**src/rtl/traffic_light_fsm.sv**
```systemverilog
// Traffic-light controller: sequences main/side road lights and the pedestrian
// walk phase, timing each state from the interval value returned by TimeParameters.
module traffic_light_fsm #(
  parameter int unsigned TW       = 4,
  parameter logic [1:0]  INT_BASE = 2'b00,
  parameter logic [1:0]  INT_EXT  = 2'b01,
  parameter logic [1:0]  INT_YEL  = 2'b10
) (
  input  logic          clk,
  input  logic          global_reset,
  input  logic          one_hz_enable,
  input  logic          sensor,
  input  logic          walk_request,
  input  logic          reprogram,
  input  logic [TW-1:0] output_time_value,
  output logic [1:0]    fsm_requested_interval,
  output logic [2:0]    main_lights,
  output logic [2:0]    side_lights,
  output logic          walk_light,
  output logic          expired
);

  typedef enum logic [2:0] {
    S_MG1  = 3'd0,
    S_MG2  = 3'd1,
    S_MY   = 3'd2,
    S_WALK = 3'd3,
    S_SG   = 3'd4,
    S_SGX  = 3'd5,
    S_SY   = 3'd6
  } state_t;

  localparam logic [2:0] LT_RED = 3'b100;
  localparam logic [2:0] LT_YEL = 3'b010;
  localparam logic [2:0] LT_GRN = 3'b001;

  state_t        state_q, state_d;
  logic          count_q, count_d;   // 0 = LOAD phase, 1 = COUNT phase
  logic [TW-1:0] counter_q, counter_d;
  logic          latch_q, latch_d;
  logic          expired_d;
  logic [1:0]    code_d;
  logic [2:0]    main_d, side_d;
  logic          walk_d;

  // State register plus registered outputs
  always_ff @(posedge clk or negedge global_reset) begin
    if (!global_reset) begin
      state_q                <= S_MG1;
      count_q                <= 1'b0;
      counter_q              <= '0;
      latch_q                <= 1'b0;
      expired                <= 1'b0;
      fsm_requested_interval <= INT_BASE;
      main_lights            <= LT_GRN;
      side_lights            <= LT_RED;
      walk_light             <= 1'b0;
    end else begin
      state_q                <= state_d;
      count_q                <= count_d;
      counter_q              <= counter_d;
      latch_q                <= latch_d;
      expired                <= expired_d;
      fsm_requested_interval <= code_d;
      main_lights            <= main_d;
      side_lights            <= side_d;
      walk_light             <= walk_d;
    end
  end

  // Next-state: LOAD samples the interval, COUNT runs it down on ticks
  always_comb begin
    state_d   = state_q;
    count_d   = count_q;
    counter_d = counter_q;
    latch_d   = latch_q | walk_request;
    expired_d = 1'b0;
    if (reprogram) begin
      state_d   = S_MG1;
      count_d   = 1'b0;
      counter_d = '0;
    end else if (!count_q) begin
      count_d   = 1'b1;
      counter_d = output_time_value;
    end else if (one_hz_enable) begin
      if (counter_q > TW'(1)) begin
        counter_d = counter_q - TW'(1);
      end else begin
        expired_d = 1'b1;
        count_d   = 1'b0;
        counter_d = '0;
        case (state_q)
          S_MG1:   state_d = S_MG2;
          S_MG2:   state_d = (sensor || latch_q) ? S_MY : S_MG2;
          S_MY:    state_d = latch_q ? S_WALK : S_SG;
          S_WALK:  state_d = S_SG;
          S_SG:    state_d = sensor ? S_SGX : S_SY;
          S_SGX:   state_d = S_SY;
          S_SY:    state_d = S_MG1;
          default: state_d = S_MG1;
        endcase
        // A request on the entry cycle itself must survive the clear
        if (state_d == S_WALK) latch_d = walk_request;
      end
    end
  end

  // Output decode of the upcoming state
  always_comb begin
    code_d = INT_BASE;
    main_d = LT_RED;
    side_d = LT_RED;
    walk_d = 1'b0;
    case (state_d)
      S_MG1, S_MG2: begin code_d = INT_BASE; main_d = LT_GRN; end
      S_MY:         begin code_d = INT_YEL;  main_d = LT_YEL; end
      S_WALK:       begin code_d = INT_EXT;  walk_d = 1'b1;   end
      S_SG:         begin code_d = INT_BASE; side_d = LT_GRN; end
      S_SGX:        begin code_d = INT_EXT;  side_d = LT_GRN; end
      S_SY:         begin code_d = INT_YEL;  side_d = LT_YEL; end
      default:      begin code_d = INT_BASE; main_d = LT_GRN; end
    endcase
  end

endmodule

```
**config.mk**
```make
export PLATFORM = sky130hd
export DESIGN_NAME = traffic_light_fsm
export DESIGN_NICKNAME = d
export VERILOG_FILES = /design/src/rtl/traffic_light_fsm.sv
export SDC_FILE = /design/constraint.sdc
export NUM_CORES = 1
export LEC_CHECK = 0
export ABC_AREA = 0
export CAP_MARGIN = 30
export CORE_MARGIN = 2
export CORE_UTILIZATION = 52
export DETAILED_ROUTE_END_ITERATION = 10
export PLACE_DENSITY = 0.82
export SKIP_CTS_REPAIR_TIMING = 1
export SYNTH_ARGS = -nofsm -noshare
export SYNTH_HDL_FRONTEND = slang
export SYNTH_SLANG_ARGS = --single-unit
```
**constraint.sdc**
```tcl
create_clock -name clk -period 2.8 [get_ports clk]
set_input_delay 0.7 -clock clk [delete_from_list [all_inputs] [get_ports clk]]
set_output_delay 0.7 -clock clk [all_outputs]
set_load 0.01 [all_outputs]
```
==> results of run 1 <==
routing by layer:
| metal | vias to the layer above | track usage (%) | wire length [µm] |
|---|---|---|---|
| met5 | - | 0 | 0 |
| met4 | 0 | 6.86 | 0 |
| met1 | 320 | 22.5 | 702 |
| li1 | 340 | - | - |
| met2 | 18 | 32.5 | 894 |
| met3 | 0 | 3.57 | 65 |
kinds of logic after synthesis:
kind of cell,share of synthesized area [%]
buffers and inverters,4.10
adders and majority gates,2.74
DFF,52.3
xor gates and xnor gates,2.87
and+or+nand+nor,19.7
muxes,1.64
AOI/OAI and AO/OA,16.7
synth_stat cells:
cell type	n	area share, %
o21ai_1	2	1.1
nand2b_1	4	2.7
a2111oi_2	1	1.6
and2_1	2	1.4
nor2b_1	3	2.1
a221oi_4	1	2.9
mux2_4	1	1.6
or2_4	1	0.96
nor2_1	8	3.3
ha_1	2	2.7
nor3b_1	2	1.6
a2111oi_0	1	0.96
xor2_1	1	0.96
a22o_1	3	2.9
clkbuf_1	1	0.41
or3_4	2	2.5
o221a_2	1	1.2
dfrtp_1	17	47
nand3_1	2	1.1
xnor2_1	2	1.9
o21bai_1	1	0.82
o21ai_0	4	2.2
nand2_1	3	1.2
clkinv_1	1	0.41
nand2_2	1	0.68
inv_1	8	3.3
dfstp_2	2	5.7
o22ai_1	3	2.1
o41ai_1	1	0.96
nor3_1	4	2.2
cells in the final DEF (no fill, tap or decap):
cell type        synthesis  layout
dfrtp_1                 17      17
o22ai_1                  3       3
o21ai_1                  2       2
a221oi_4                 1       1
ha_1                     2       2
clkinv_1                 1       1
dfstp_2                  2       2
o221a_2                  1       1
nor3b_1                  2       2
xor2_1                   1       1
or3_4                    2       2
mux2_4                   1       1
a2111oi_2                1       1
a2111oi_0                1       1
buf_4                    0       1
nand2b_1                 4       4
o41ai_1                  1       1
nor3_1                   4       4
nand2_2                  1       1
nand3_1                  2       2
inv_1                    8       8
a22o_1                   3       3
nor2_1                   8       8
clkinv_2                 0       1
nor2b_1                  3       3
or2_4                    1       1
clkdlybuf4s50_1          0      19
clkbuf_4                 0       3
xnor2_1                  2       2
and2_1                   2       2
o21bai_1                 1       1
o21ai_0                  4       4
nand2_1                  3       3
per-stage QoR:
stage | utilization [%] | hold slack (ps) | worst slack (ps)
2_1_floorplan | - | 404 | 941
3_3_place_gp | 66.9 | 524 | 352
3_5_place_dp | 66.9 | 539 | 344
4_1_cts | 68.5 | 566 | 666
5_1_grt | 68.5 | 600 | 532
6_report | 68.5 | 566 | 670
layout make-up:
type / instances / area, µm²
fillers: 140 / 532
flip-flops and latches: 19 / 478
multi-input cells: 56 / 399
repair buffers: 20 / 198
inverters: 9 / 33.8
clock buffers: 3 / 22.5
well taps: 17 / 21.3
clock inverters: 1 / 5.00
report_power, final:
group          switching, µW  internal [µW]  leakage, µW  total, µW
combinational           52.7           52.8     0.000249        106
sequential              14.5            287     0.000247        301
clock                   83.3           53.1    0.0000177        136
sequential cells by signal, summed over array words and instances (netlist names):
signal                  count
counter_q                   4
walk_light                  1
fsm_requested_interval      2
count_q                     1
side_lights                 3
expired                     1
latch_q                     1
state_q                     3
main_lights                 3
worst reg2reg max path, delay by kind of cell (launching register included):
| kind | cells | cell delay [ps] |
|---|---|---|
| AND/OR/NAND/NOR | 3 | 650 |
| flip-flops | 1 | 440 |
| multiplexers | 1 | 350 |
| adder cells (fa/ha/maj) | 1 | 220 |
| XOR/XNOR | 1 | 170 |
| buffers and inverters | 1 | 70 |
final timing paths:
kind                                                  end  slack (ps)  depth (start not counted)
worst max-delay path                       main_lights[2]         670                          6
worst min-delay path                         counter_q[1]         570                          1
worst max register to register  fsm_requested_interval[0]         800                          7
worst min register to register               counter_q[1]         570                          1
max in group asynchronous                  side_lights[1]        1420                          1
min in group asynchronous                      state_q[0]         870                          1
==> impl_metrics.json, run 1 <==
{
  "floorplan.initialDensity_pct": 54.1,
  "hpwlAfterDp_mm": 1.28,
  "cp_max_fo": 5,
  "placed_cell_area_um2": 1130,
  "buffer_ports.inserted": 19,
  "p_leak_uw": 0.000514,
  "cts.htree.levels": 1,
  "die_height_um": 45.9,
  "ys_seq_area_share_pct": 52.3,
  "dr.pass1.iters": 4,
  "dieArea_um2": 2110,
  "synth_cell_type_count": 30,
  "dr_drc_count": 0,
  "total_power_uw": 543,
  "antenna_left": 0,
  "power_density_nw_per_um2": 470,
  "synth.avg_cell_area_um2": 10.8,
  "vdd_drop_max_v": 0.000358,
  "hold_path.class": "flip-flop to flip-flop",
  "antenna_found_initial": 0,
  "timing.rr.start": "counter_q[0]",
  "worst_pin_slew_ps": 825,
  "crit_path_end_kind": "flip-flop",
  "worst_slew_margin_relative_to_its_limit_pct": 44.8,
  "rows": 15,
  "synthesis.area_um2": 915,
  "crit_path_max_incr_delay_ps": 500,
  "wl_per_cell_um": 13.3,
  "grt_first_pass_wirelength_mm": 2.78,
  "drt_iter0_drc": 6,
  "timing.final.crit_period_ps": 2130,
  "timing_worst_setup_path_type": "primary input to flip-flop",
  "critical_path_cell_list": "clkdlybuf4s50_1, nand2_1, or3_4, a221oi_4, nand2_2, xnor2_1",
  "vias_per_cell": 5.42,
  "run_status": "finished clean",
  "synthesis.nets": 97,
  "cp_slowest_cell": "clkdlybuf4s50_1",
  "post_synth_inst_count": 85,
  "numPlacedInstances": 121,
  "cell_family_with_the_largest_share_of_critical_path_delay": "simple AND/OR/NAND/NOR gates",
  "postRouteWirelength_mm": 1.66,
  "timing.final.max_slew_violations": 0,
  "syn2layout_area_growth_pct": 26.5,
  "io_pins": 20,
  "cts.reportedPaths.clkPinSlew_ps": 110,
  "worstSetupStartpointType": "primary input",
  "via_count_of_the_first_global_routing_pass": 647,
  "timing.critical_path.required_ps": 2990,
  "grt_start_max_net_pins": 20,
  "die_w_um": 45.9,
  "setup_viol": 0,
  "maxcap_viol_count": 0,
  "holdCritStartpoint": "counter_q[1]",
  "final_min_period_over_clock_period_pct": 76.1,
  "num_antenna_cells": 0,
  "final-instance-count-excl-fill": 125,
  "clock_latency_ps": 290,
  "clk_path_buf_depth": 2,
  "worstPathArrival_ps": 2320,
  "floorplan.core_area_um2": 1690,
  "gpl.final_weighted_congestion": 0.730,
  "num-nets-final": 121,
  "yosys_register_bits": 19,
  "timing.setup.tns_ps": 0,
  "number_of_sinks_on_the_clock_net": 19,
  "route.vias.total": 678,
  "timing.fmax_mhz": 470,
  "critPathLaunch": "one_hz_enable",
  "finClkSkew_ps": 3.07,
  "final_layout_size_suffix_gt1_share_pct": 13.9,
  "critical_path_buf_inv_count": 1,
  "grt_setup_unrepaired": "false",
  "final_design_area_no_fill_um2": 1160,
  "cts_root_buffer": "clkbuf_4",
  "hold_viol_final": 0,
  "cts_tree": "built",
  "ys_warn_count": 0,
  "numCtsBuffers": 3,
  "track_usage_pct": 18.7,
  "gr-total-overflow": 0
}
Note: power is estimated with default switching activity, not from simulation.
==> inputs of run 2 (changes only) <==
--- a/config.mk
+++ b/config.mk
@@ -8,9 +8,9 @@
 export ABC_AREA = 0
 export CAP_MARGIN = 30
 export CORE_MARGIN = 2
-export CORE_UTILIZATION = 52
+export CORE_UTILIZATION = 44
 export DETAILED_ROUTE_END_ITERATION = 10
-export PLACE_DENSITY = 0.82
+export PLACE_DENSITY = 0.74
 export SKIP_CTS_REPAIR_TIMING = 1
 export SYNTH_ARGS = -nofsm -noshare
 export SYNTH_HDL_FRONTEND = slang
==> constraint.sdc (replaced) <==
create_clock -name clk -period 1.8 [get_ports clk]
set_input_delay 0.45 -clock clk [delete_from_list [all_inputs] [get_ports clk]]
set_output_delay 0.45 -clock clk [all_outputs]
set_load 0.01 [all_outputs]
==> impl_metrics.json, run 2 (same netlist as run 1, synthesis figures left out) <==
{
  "floorplan.core_area_um2": 1960,
  "finClkSkew_ps": 7.73,
  "via_count_of_the_first_global_routing_pass": 737,
  "number_of_flip_flops_in_the_largest_register": 4,
  "worst_pin_slew_ps": 397,
  "maxcap_viol_count": 0,
  "critical_path_cell_list": "inv_2, ha_4, nor2_4, or3_4, mux2_4, xor2_1, and2_1",
  "hold_path.class": "primary input to async pin",
  "dieArea_um2": 2460,
  "numCtsBuffers": 3,
  "run_status": "finished with violations",
  "route.vias.total": 774,
  "timing.fmax_mhz": 535,
  "timing.setup.tns_ps": -143,
  "vdd_drop_max_v": 0.000579,
  "fin_worst_hold_slack_ps": 488,
  "cp_slowest_cell": "dfrtp_1",
  "floorplan.initialDensity_pct": 46.6,
  "crit_path_end_kind": "flip-flop",
  "largest-register": "counter_q",
  "timing.final.max_slew_violations": 0,
  "dr_drc_count": 0,
  "grt_start_max_net_pins": 20,
  "p_leak_uw": 0.000651,
  "timing_worst_setup_path_type": "flip-flop to flip-flop",
  "num_antenna_cells": 0,
  "grt_setup_unrepaired": "true",
  "worstPathArrival_ps": 2060,
  "antenna_found_initial": 0,
  "cp_max_fo": 4,
  "power_density_nw_per_um2": 670,
  "cts.htree.levels": 1,
  "wl_per_cell_um": 13.6,
  "die_height_um": 49.6,
  "timing.critical_path.required_ps": 1990,
  "number_of_sinks_on_the_clock_net": 19,
  "final_min_period_over_clock_period_pct": 104,
  "setup_viol": 6,
  "num-nets-final": 141,
  "dr.pass1.iters": 4,
  "drt_iter0_drc": 1,
  "gr-total-overflow": 0,
  "hold_viol_final": 0,
  "layout_commonest_cell": "buf_4",
  "buffer_ports.inserted": 19,
  "final_layout_size_suffix_gt1_share_pct": 40.6,
  "cts_tree": "built",
  "hpwlAfterDp_mm": 1.50,
  "final_critical_path_setup_slack_ps": -68.2,
  "worst_slew_margin_relative_to_its_limit_pct": 73.4,
  "grt_first_pass_wirelength_mm": 3.35,
  "cts_root_buffer": "clkbuf_4",
  "track_usage_pct": 18.6,
  "clock_latency_ps": 300,
  "timing.final.crit_period_ps": 1870,
  "violations": "setup timing",
  "cts.reportedPaths.clkPinSlew_ps": 100,
  "gpl.final_weighted_congestion": 0.840,
  "antenna_left": 0,
  "crit_path_max_incr_delay_ps": 410,
  "rows": 16,
  "io_pins": 20,
  "syn2layout_area_growth_pct": 56.9,
  "most-common-layout-cells": "buf_4 (20), dfrtp_1 (16), clkdlybuf4s50_1 (16)",
  "postRouteWirelength_mm": 2.11,
  "clk_path_buf_depth": 2,
  "worstSetupStartpointType": "flip-flop",
  "die_w_um": 49.6,
  "vias_per_cell": 4.99
}
## run 2: cell count changes in the layout (fill, tap and decap cells not counted), moves of 3 or more
cell             delta
nor2_2              +3
dlymetal6s2s_1      +3
nor2_1              -4
buf_4              +19
inv_2               +3
inv_1               -3
clkdlybuf4s50_1     -3
## run 2: worst max-delay path, delay by kind of cell, from the launching register on
family	cells	cell delay [ps]
buffers and inverters	1	100
multiplexers	1	340
flip-flops	1	410
adder cells (fa/ha/maj)	1	150
XOR/XNOR	1	160
AND/OR/NAND/NOR	3	590
## run 2: power by group
part	internal, µW	switching [µW]	leakage, µW	total [µW]
registers	447	19.3	0.000246	466
clock network	86.6	124	0.0000150	210
logic	160	125	0.000390	285
total	694	268	0.000651	962
## run 2: metrics by stage
| stage | utilization, % | cell area (µm²) | power [µW] | std cells | setup slack, ps |
|---|---|---|---|---|---|
| final | 73.2 | 1440 | 962 | 155 | -68.2 |
| after global routing | 73.2 | 1440 | 1020 | 155 | -122 |
| after CTS | 67.0 | 1310 | 926 | 150 | -121 |
| after detailed placement | 65.6 | 1290 | 718 | 146 | -441 |
| after global placement | 65.6 | 1290 | 709 | 146 | -381 |
| after floorplan | - | 947 | 605 | 85 | 8.98 |
## run 2: per-layer routing
layer | wire length [µm] | vias up | global-route usage (%)
li1 | - | 381 | -
met3 | 106 | 7 | 6.06
met2 | 1100 | 21 | 31.3
met5 | 0 | - | 0
met4 | 65 | 0 | 9.72
met1 | 844 | 365 | 20.9
## run 2: final cells by class
class / instances / area, µm²
Fill cell: 151 / 527
Inverter: 9 / 36.3
Tap cell: 27 / 33.8
Clock buffer: 4 / 26.3
Sequential cell: 19 / 479
Multi-Input combinational cell: 56 / 500
Timing Repair Buffer: 40 / 359
## run 2: final timing paths
kind | startpoint | end | slack [ps] | cells after the start
max in group asynchronous | global_reset | main_lights[0] | 1050 | 2
min in group clk | latch_q | latch_q | 610 | 2
hold reg to reg | latch_q | latch_q | 610 | 2
setup reg to reg | counter_q[1] | fsm_requested_interval[0] | -70 | 7
hold / removal | global_reset | main_lights[1] | 490 | 2
setup / recovery | counter_q[1] | fsm_requested_interval[0] | -70 | 7
